<file path="config.mk">
export PLATFORM = sky130hd
export DESIGN_NAME = adc_capture_flat
export DESIGN_NICKNAME = d
export VERILOG_FILES = /design/src/rtl/adc_capture_if.sv /design/src/rtl/adc_capture.sv /design/src/flat_wrapper.sv
export SDC_FILE = /design/constraint.sdc
export NUM_CORES = 1
export LEC_CHECK = 0
export BUFFER_PORTS_ARGS = -buffer_cell sky130_fd_sc_hd__buf_2
export CORE_MARGIN = 2
export CORE_UTILIZATION = 57
export DETAILED_ROUTE_END_ITERATION = 7
export GPL_TIMING_DRIVEN = 0
export HOLD_SLACK_MARGIN = 0.1
export PLACE_DENSITY_LB_ADDON = 0.05
export SYNTH_ARGS = -nofsm -noshare
export SYNTH_HDL_FRONTEND = slang
export SYNTH_SLANG_ARGS = --single-unit
</file>
<file path="constraint.sdc">
create_clock -name sys_clk -period 6.3 [get_ports sys_clk]
set_input_delay 0.945 -clock sys_clk [delete_from_list [all_inputs] [get_ports sys_clk]]
set_output_delay 0.945 -clock sys_clk [all_outputs]
set_load 0.1 [all_outputs]
</file>
<file path="src/rtl/adc_capture_if.sv">
// Capture-side bus of adc_capture: ADC pads, forwarded clocks and the
// sample stream presented to the DSP chain.
interface adc_capture_if #(
  parameter int DATA_W = 12
);
  logic              en;
  logic              ovr_clr;
  logic [DATA_W-1:0] ad1_data_in;
  logic [DATA_W-1:0] ad2_data_in;
  logic              ad1_otr;
  logic              ad2_otr;
  logic              ad1_clk;
  logic              ad2_clk;
  logic [DATA_W-1:0] ch1_out;
  logic [DATA_W-1:0] ch2_out;
  logic              out_valid;
  logic              running;
  logic [1:0]        ovr_sticky;
  logic [15:0]       sample_cnt;

  modport master (
    output en, ovr_clr, ad1_data_in, ad2_data_in, ad1_otr, ad2_otr,
    input  ad1_clk, ad2_clk, ch1_out, ch2_out, out_valid, running,
           ovr_sticky, sample_cnt
  );

  modport slave (
    input  en, ovr_clr, ad1_data_in, ad2_data_in, ad1_otr, ad2_otr,
    output ad1_clk, ad2_clk, ch1_out, ch2_out, out_valid, running,
           ovr_sticky, sample_cnt
  );
endinterface

</file>
<file path="src/rtl/adc_capture.sv">
// Two-channel ADC capture: forwarded sample clocks, pad capture, offset-binary
// to two's complement conversion and optional power-of-two boxcar decimation.
//
// state  | meaning
// IDLE   | capture off, accumulators cleared, waiting for en
// WARMUP | discarding WARMUP_CYC cycles of samples after enable
// RUN    | accumulating and emitting averaged sample pairs
module adc_capture #(
  parameter int DATA_W     = 12,
  parameter int LOG2_DEC   = 0,
  parameter int WARMUP_CYC = 8
) (
  input logic          sys_clk,
  input logic          rst,
  adc_capture_if.slave bus
);

  localparam int ACC_W = DATA_W + LOG2_DEC;
  localparam int PH_W  = (LOG2_DEC > 0) ? LOG2_DEC : 1;
  localparam logic [PH_W-1:0] PH_LAST   = PH_W'((1 << LOG2_DEC) - 1);
  localparam logic [7:0]      WARM_LOAD = 8'(WARMUP_CYC - 1);

  typedef enum logic [1:0] {IDLE, WARMUP, RUN} state_t;

  state_t state_q, state_d;
  logic [7:0] warm_q, warm_d;

  logic [DATA_W-1:0]        s1_d1, s1_d2;
  logic [1:0]               s1_otr;
  logic signed [DATA_W-1:0] s2_d1, s2_d2;
  logic signed [ACC_W-1:0]  acc1_q, acc2_q, sum1, sum2;
  logic [PH_W-1:0]          phase_q;
  logic [DATA_W-1:0]        ch1_q, ch2_q;
  logic                     valid_q;
  logic [1:0]               sticky_q;
  logic [15:0]              cnt_q;
  logic                     ad1_fall_q, ad2_fall_q;
  logic                     run_en, warm_entry, phase_last;

  // ODDR with D1=0/D2=1: low after the rising edge, high after the falling edge
  always_ff @(negedge sys_clk or posedge rst) begin
    if (rst) begin
      ad1_fall_q <= 1'b0;
      ad2_fall_q <= 1'b0;
    end else begin
      ad1_fall_q <= 1'b1;
      ad2_fall_q <= 1'b1;
    end
  end

  assign bus.ad1_clk = sys_clk ? 1'b0 : ad1_fall_q;
  assign bus.ad2_clk = sys_clk ? 1'b0 : ad2_fall_q;

  always_ff @(posedge sys_clk or posedge rst) begin
    if (rst) begin
      s1_d1  <= '0;
      s1_d2  <= '0;
      s1_otr <= '0;
      s2_d1  <= '0;
      s2_d2  <= '0;
    end else begin
      s1_d1  <= bus.ad1_data_in;
      s1_d2  <= bus.ad2_data_in;
      s1_otr <= {bus.ad2_otr, bus.ad1_otr};
      s2_d1  <= {~s1_d1[DATA_W-1], s1_d1[DATA_W-2:0]};
      s2_d2  <= {~s1_d2[DATA_W-1], s1_d2[DATA_W-2:0]};
    end
  end

  always_ff @(posedge sys_clk or posedge rst) begin
    if (rst) begin
      state_q <= IDLE;
      warm_q  <= '0;
    end else begin
      state_q <= state_d;
      warm_q  <= warm_d;
    end
  end

  always_comb begin
    state_d = state_q;
    warm_d  = warm_q;
    case (state_q)
      IDLE: begin
        if (bus.en) begin
          state_d = WARMUP;
          warm_d  = WARM_LOAD;
        end
      end
      WARMUP: begin
        if (!bus.en)           state_d = IDLE;
        else if (warm_q == '0) state_d = RUN;
        else                   warm_d  = warm_q - 8'd1;
      end
      RUN: begin
        if (!bus.en) state_d = IDLE;
      end
      default: state_d = IDLE;
    endcase
  end

  // A dropped enable in RUN discards the partial block without emitting
  assign run_en     = (state_q == RUN) && bus.en;
  assign warm_entry = (state_q == IDLE) && bus.en;
  assign phase_last = (phase_q == PH_LAST);
  assign sum1       = acc1_q + ACC_W'(s2_d1);
  assign sum2       = acc2_q + ACC_W'(s2_d2);

  always_ff @(posedge sys_clk or posedge rst) begin
    if (rst) begin
      acc1_q   <= '0;
      acc2_q   <= '0;
      phase_q  <= '0;
      ch1_q    <= '0;
      ch2_q    <= '0;
      valid_q  <= 1'b0;
      cnt_q    <= '0;
      sticky_q <= '0;
    end else begin
      valid_q <= 1'b0;
      if (run_en) begin
        if (phase_last) begin
          ch1_q   <= DATA_W'(sum1 >>> LOG2_DEC);
          ch2_q   <= DATA_W'(sum2 >>> LOG2_DEC);
          valid_q <= 1'b1;
          cnt_q   <= cnt_q + 16'd1;
          acc1_q  <= '0;
          acc2_q  <= '0;
          phase_q <= '0;
        end else begin
          acc1_q  <= sum1;
          acc2_q  <= sum2;
          phase_q <= phase_q + 1'b1;
        end
      end else begin
        acc1_q  <= '0;
        acc2_q  <= '0;
        phase_q <= '0;
        if (warm_entry) cnt_q <= '0;
      end
      // set has priority over a coincident clear
      sticky_q <= (sticky_q & ~{2{bus.ovr_clr}})
                | (s1_otr & {2{state_q != IDLE}});
    end
  end

  assign bus.ch1_out    = ch1_q;
  assign bus.ch2_out    = ch2_q;
  assign bus.out_valid  = valid_q;
  assign bus.running    = (state_q == RUN);
  assign bus.ovr_sticky = sticky_q;
  assign bus.sample_cnt = cnt_q;

endmodule

</file>
<file path="src/flat_wrapper.sv">
// flat-port wrapper written by rule: the top's interface ports become plain ports
module adc_capture_flat 
#(
  parameter int DATA_W     = 12,
  parameter int LOG2_DEC   = 0,
  parameter int WARMUP_CYC = 8
)
  (sys_clk, rst, bus_en, bus_ovr_clr, bus_ad1_data_in, bus_ad2_data_in, bus_ad1_otr, bus_ad2_otr, bus_ad1_clk, bus_ad2_clk, bus_ch1_out, bus_ch2_out, bus_out_valid, bus_running, bus_ovr_sticky, bus_sample_cnt);
  adc_capture_if #(.DATA_W(DATA_W)) bus_i ();
  input logic sys_clk;
  input logic rst;
  input wire logic [$bits(bus_i.en)-1:0] bus_en;
  input wire logic [$bits(bus_i.ovr_clr)-1:0] bus_ovr_clr;
  input wire logic [$bits(bus_i.ad1_data_in)-1:0] bus_ad1_data_in;
  input wire logic [$bits(bus_i.ad2_data_in)-1:0] bus_ad2_data_in;
  input wire logic [$bits(bus_i.ad1_otr)-1:0] bus_ad1_otr;
  input wire logic [$bits(bus_i.ad2_otr)-1:0] bus_ad2_otr;
  output wire logic [$bits(bus_i.ad1_clk)-1:0] bus_ad1_clk;
  output wire logic [$bits(bus_i.ad2_clk)-1:0] bus_ad2_clk;
  output wire logic [$bits(bus_i.ch1_out)-1:0] bus_ch1_out;
  output wire logic [$bits(bus_i.ch2_out)-1:0] bus_ch2_out;
  output wire logic [$bits(bus_i.out_valid)-1:0] bus_out_valid;
  output wire logic [$bits(bus_i.running)-1:0] bus_running;
  output wire logic [$bits(bus_i.ovr_sticky)-1:0] bus_ovr_sticky;
  output wire logic [$bits(bus_i.sample_cnt)-1:0] bus_sample_cnt;
  assign bus_i.en = bus_en;
  assign bus_i.ovr_clr = bus_ovr_clr;
  assign bus_i.ad1_data_in = bus_ad1_data_in;
  assign bus_i.ad2_data_in = bus_ad2_data_in;
  assign bus_i.ad1_otr = bus_ad1_otr;
  assign bus_i.ad2_otr = bus_ad2_otr;
  assign bus_ad1_clk = bus_i.ad1_clk;
  assign bus_ad2_clk = bus_i.ad2_clk;
  assign bus_ch1_out = bus_i.ch1_out;
  assign bus_ch2_out = bus_i.ch2_out;
  assign bus_out_valid = bus_i.out_valid;
  assign bus_running = bus_i.running;
  assign bus_ovr_sticky = bus_i.ovr_sticky;
  assign bus_sample_cnt = bus_i.sample_cnt;
  adc_capture #(.DATA_W(DATA_W), .LOG2_DEC(LOG2_DEC), .WARMUP_CYC(WARMUP_CYC)) u_core (.sys_clk(sys_clk), .rst(rst), .bus(bus_i));
endmodule
</file>
**Word-level counts from Yosys, hierarchy flattened**

Index checks and enable logic that the tools add are counted.

- Bits in registers: 129
- Output and inout bits: 46

- Add/subtract/negate cells: 5
- Eq/ne operators: 8
- Muxes and demuxes: 21
- Bitwise operators: 7
- Reduce and logical (&&, ||, !) cells: 11

Operators by type and width:

| operator | number |
|---|---|
| 12-bit 2-to-1 mux | 4 |
| 16-bit 2-to-1 mux | 3 |
| 12-bit adder | 2 |
| 8-bit 2-to-1 mux | 3 |
| 16-bit by 1-bit adder with 16-bit output (second input constant) | 1 |
| 8-bit case mux with 2 select lines | 1 |
| 2-bit inequality test (second input constant) | 5 |
| 8-bit logical NOT | 1 |
| 2-bit 2-to-1 mux | 4 |
| 8-bit by 1-bit subtractor with 8-bit output (second input constant) | 1 |
| 2-bit case mux with 3 select lines | 1 |
| 2-bit nonzero test | 3 |
| 1-bit 2-to-1 mux | 5 |
| 2-bit AND | 2 |
| 2-bit AND reduction | 2 |
| 4-bit AND reduction | 1 |
| 3-bit by 2-bit inequality test with 1-bit output (second input constant) | 1 |
| 1-bit inverter | 3 |
| 3-bit AND reduction | 1 |
| 2-bit by 1-bit == test with 1-bit output (second input constant) | 1 |
| 2-bit == test (second input constant) | 1 |
| 1-bit logical AND | 2 |
| 2-bit logical NOT | 1 |
| 2-bit inverter | 1 |
| other kinds (2) | 2 |

**Longest topological paths before layout**

- Depth after elaboration: 4
- Gate-level depth with buffers: 8
- Gate-level depth less buffers: 6

==> run_results.csv <==
group,metric,value,unit
setup_path,critPathCaptureType,"output pin",
routing,antenna_left,0,
worst_hold_path,hold-path-endpoint,"u_core.s2_d2[2]",
setup_path,critPathLaunchType,"register",
routing,drt_pass1_iterations,4,
worst_hold_path,min_from,"u_core.s1_d2[2]",
floorplanning,die_w,84.0,um
pwr,p_switching,0.000410,W
logic_synthesis,yosysMostFrequentCell,"dfrtp_1",
routing,highest_layer,"met4",
worst_hold_path,hold_depth,0,
pwr,max-vdd-ir-drop,298,uV
logic_synthesis,synthTopCellsByArea,"dfrtp_1 (71%), nand2_1 (9.2%), mux2i_1 (1.9%)",
pwr,clkPwrFrac,0.422,
setup_path,arrival,4.88,ns
timing,worst_slew_pin_slew,0.520,ns
floorplanning,start_util,0.581,
place,dpl_cell_area,4190,sq um
routing,route.met3.wl,316,um
place,port_buffers,75,
routing,wl_met1,3050,um
global_routing,grt.overflow.total,0,
clock_tree,cts_tree,"built",
global_routing,antenna_found_initial,0,
place,gp_congestion,0.756,
logic_synthesis,syn_inst,301,
floorplanning,die_h,84.0,um
setup_path,r2r_cells,7,
clock_tree,cts_setup_buffers,0,
logic_synthesis,synth_ff_type,"dfrtp_1",
clock_tree,clk_latency,0.46,ns
timing,tns,0,ns
logic_synthesis,synth_warnings,0,
global_routing,grt_max_degree,32,
routing,wl_met2,3110,um
logic_synthesis,async_flop_share,1.00,
timing,setup_ws,0.479,ns
logic_synthesis,ys_types,42,
global_routing,grt_usage,0.215,
worst_hold_path,hp-class,"reg2reg",
timing,skew,0.0138,ns
timing,setup_viol,0,
routing,wl,6660,um
layout,finish.instance_area,4510,sq um
setup_path,critPathRequiredTime,5.35,ns
logic_synthesis,synth_area,3650,sq um
layout,layout-drive-gt1-share,0.291,
routing,vias_per_cell,5.10,
setup_path,r2r_start,"u_core.state_q[0]",
layout,n_antenna_cell,0,
pwr,p_int,0.000998,W
pwr,p_leak,2.39,nW
logic_synthesis,synth_area_per_cell,12.1,sq um
global_routing,first_global_vias,2457,
run,drv_cap,0,
setup_path,critical_path_class,"reg2out",
logic_synthesis,seq_area_frac_synth,0.713,
status,outcome,"finished, final reports clean",
pwr,seqPwrFrac,0.501,
timing,final_max_slew_viol_count,0,
floorplanning,core_area,6280,sq um
logic_synthesis,syn_nets,334,
logic_synthesis,synth_top_cell_area_share,0.706,
global_routing,grt_pass1_wl,11300,um
floorplanning,rows,29,
layout,fillerInstances,467,
routing,vias,2463,
setup_path,rrSetupSlack,4.48,ns
pwr,p_sw_frac,0.291,
routing,routedWlPerCell,13.8,um
layout,areaGrowthSynthToFinish,23.5,%
logic_synthesis,yosysTopAreaCell,"dfrtp_1",
timing,rsz0062_at_grt,"false",
pwr,combinationalPowerShare,0.077,
clock_tree,hold_buffers,0,
logic_synthesis,synth_edf_count,0,
floorplanning,ios,76,
logic_synthesis,synth-seq-cells,104,
setup_path,cp_max_fo,2,
timing,hold_violations,0,
clock_tree,cts-resized-gates,0,
logic_synthesis,synth_common_cells,"dfrtp_1 (103), nand2_1 (89), inv_1 (12), nor2_1 (11), o21ai_0 (9)",
place,dp_slack,1.21,ns
routing,drt_iter0_drc,156,
place,dp_hpwl,4520,um
floorplanning,die_area,7060,sq um
routing,drc,0,
timing,max_slew_margin,0.652,
layout,layout.nets,433,
pwr,powerDensity,312,nW/um^2
setup_path,rr_endpoint,"u_core.bus.ch2_out[0]",
clock_tree,clkTransAtPathRegs,0.10,ns
## layout make-up
type / instances / area (sq um) / share of cell area
buffer: 11 / 58.8 / 0.0130
clock buffer: 23 / 279 / 0.0619
clock inverter: 6 / 51.3 / 0.0114
inverter: 12 / 48.8 / 0.0108
multi-input combinational: 174 / 946 / 0.210
sequential: 104 / 2600 / 0.577
tap: 77 / 96.3 / 0.0214
timing repair buffer: 76 / 425 / 0.0944
## sequential cells by signal, summed over array words and instances (netlist names)
| name | cells |
|---|---|
| u_core.ad1_fall_q | 1 |
| u_core.s1_d1 | 12 |
| u_core.s2_d1 | 12 |
| u_core.warm_q | 8 |
| u_core.bus.ovr_sticky | 2 |
| u_core.bus.out_valid | 1 |
| u_core.s1_d2 | 12 |
| u_core.s2_d2 | 12 |
| u_core.bus.ch1_out | 12 |
| u_core.bus.ch2_out | 12 |
| u_core.s1_otr | 2 |
| u_core.state_q | 2 |
| u_core.bus.sample_cnt | 16 |
## metrics by stage
stage	util	power, W	hold WS (ns)	instances
after detailed placement	0.667	0.000896	0.335	456
after CTS	0.718	0.00143	0.359	483
after global routing	0.718	0.00147	0.363	483
after global placement	0.658	0.000887	0.332	453
final	0.718	0.00141	0.357	483
after floorplan	-	0.000858	0.331	301
## logic make-up (layout without fill, tap and decap cells)
kind of cell    count (synthesis)  in the layout  synth area share
compound gates                 30             30            0.0610
xor+xnor                        4              4           0.00960
fa+ha+maj                       3              3            0.0103
buf+inv                        23            128            0.0285
flops                         104            104             0.713
mux                             8              8            0.0223
other cells                     1              1           0.00103
simple gates                  128            128             0.154
## power by group through the flow
| stage | Sequential [W] | Clock [W] | Combinational [W] |
|---|---|---|---|
| finish | 0.000706 | 0.000594 | 0.000108 |
| global route | 0.000709 | 0.000645 | 0.000117 |
| CTS | 0.000706 | 0.000611 | 0.000110 |
| detailed placement | 0.000719 | 0.0000663 | 0.000110 |
| global placement | 0.000718 | 0.0000663 | 0.000103 |
| floorplan | 0.000763 | 0.0000610 | 0.0000335 |
## worst max-delay path, cell delays in order, from the launching register on
cell      delay, ns
dfrtn_1        0.39
nor2b_2        0.15
clkbuf_8       0.14
clkbuf_8       0.11
buf_4          0.09
buf_2          0.41
## metal layers
metal,global-route usage,up-vias
met4,0.166,0
met5,0,-
met3,0.0554,18
met1,0.295,1178
li1,-,1190
met2,0.291,77
## placed cells by master, fill, tap and decap left out, types with 2 or more instances in the layout
cell type,instances
buf_1,2
o31ai_1,4
o211ai_2,2
nand3_1,6
inv_6,2
mux2i_1,7
or4_1,2
o21ai_0,9
clkinv_4,2
nand2_1,89
a21oi_1,2
a22o_1,4
buf_12,3
nor2_1,11
clkbuf_1,4
inv_1,11
nand2b_1,2
xor2_1,4
o211ai_1,3
nand4_1,2
dfrtp_1,103
buf_2,80
ha_1,3
clkbuf_8,19
nor3_1,3
nor4_1,3
## how the worst max path moves through the flow
| stage | startpoint | endpoint | slack, ns | cells past startpoint |
|---|---|---|---|---|
| after floorplan | u_core.ad1_fall_q | bus_ad2_clk | 0.56 | 2 |
| after global placement | rst | u_core.ad1_fall_q | 0.45 | 2 |
| after detailed placement | u_core.ad1_fall_q | bus_ad2_clk | 1.21 | 3 |
| after CTS | u_core.ad1_fall_q | bus_ad2_clk | 0.44 | 5 |
| after global routing | u_core.ad1_fall_q | bus_ad2_clk | 0.41 | 5 |
| final | u_core.ad1_fall_q | bus_ad2_clk | 0.48 | 5 |
(Power assumes the default switching activity.)
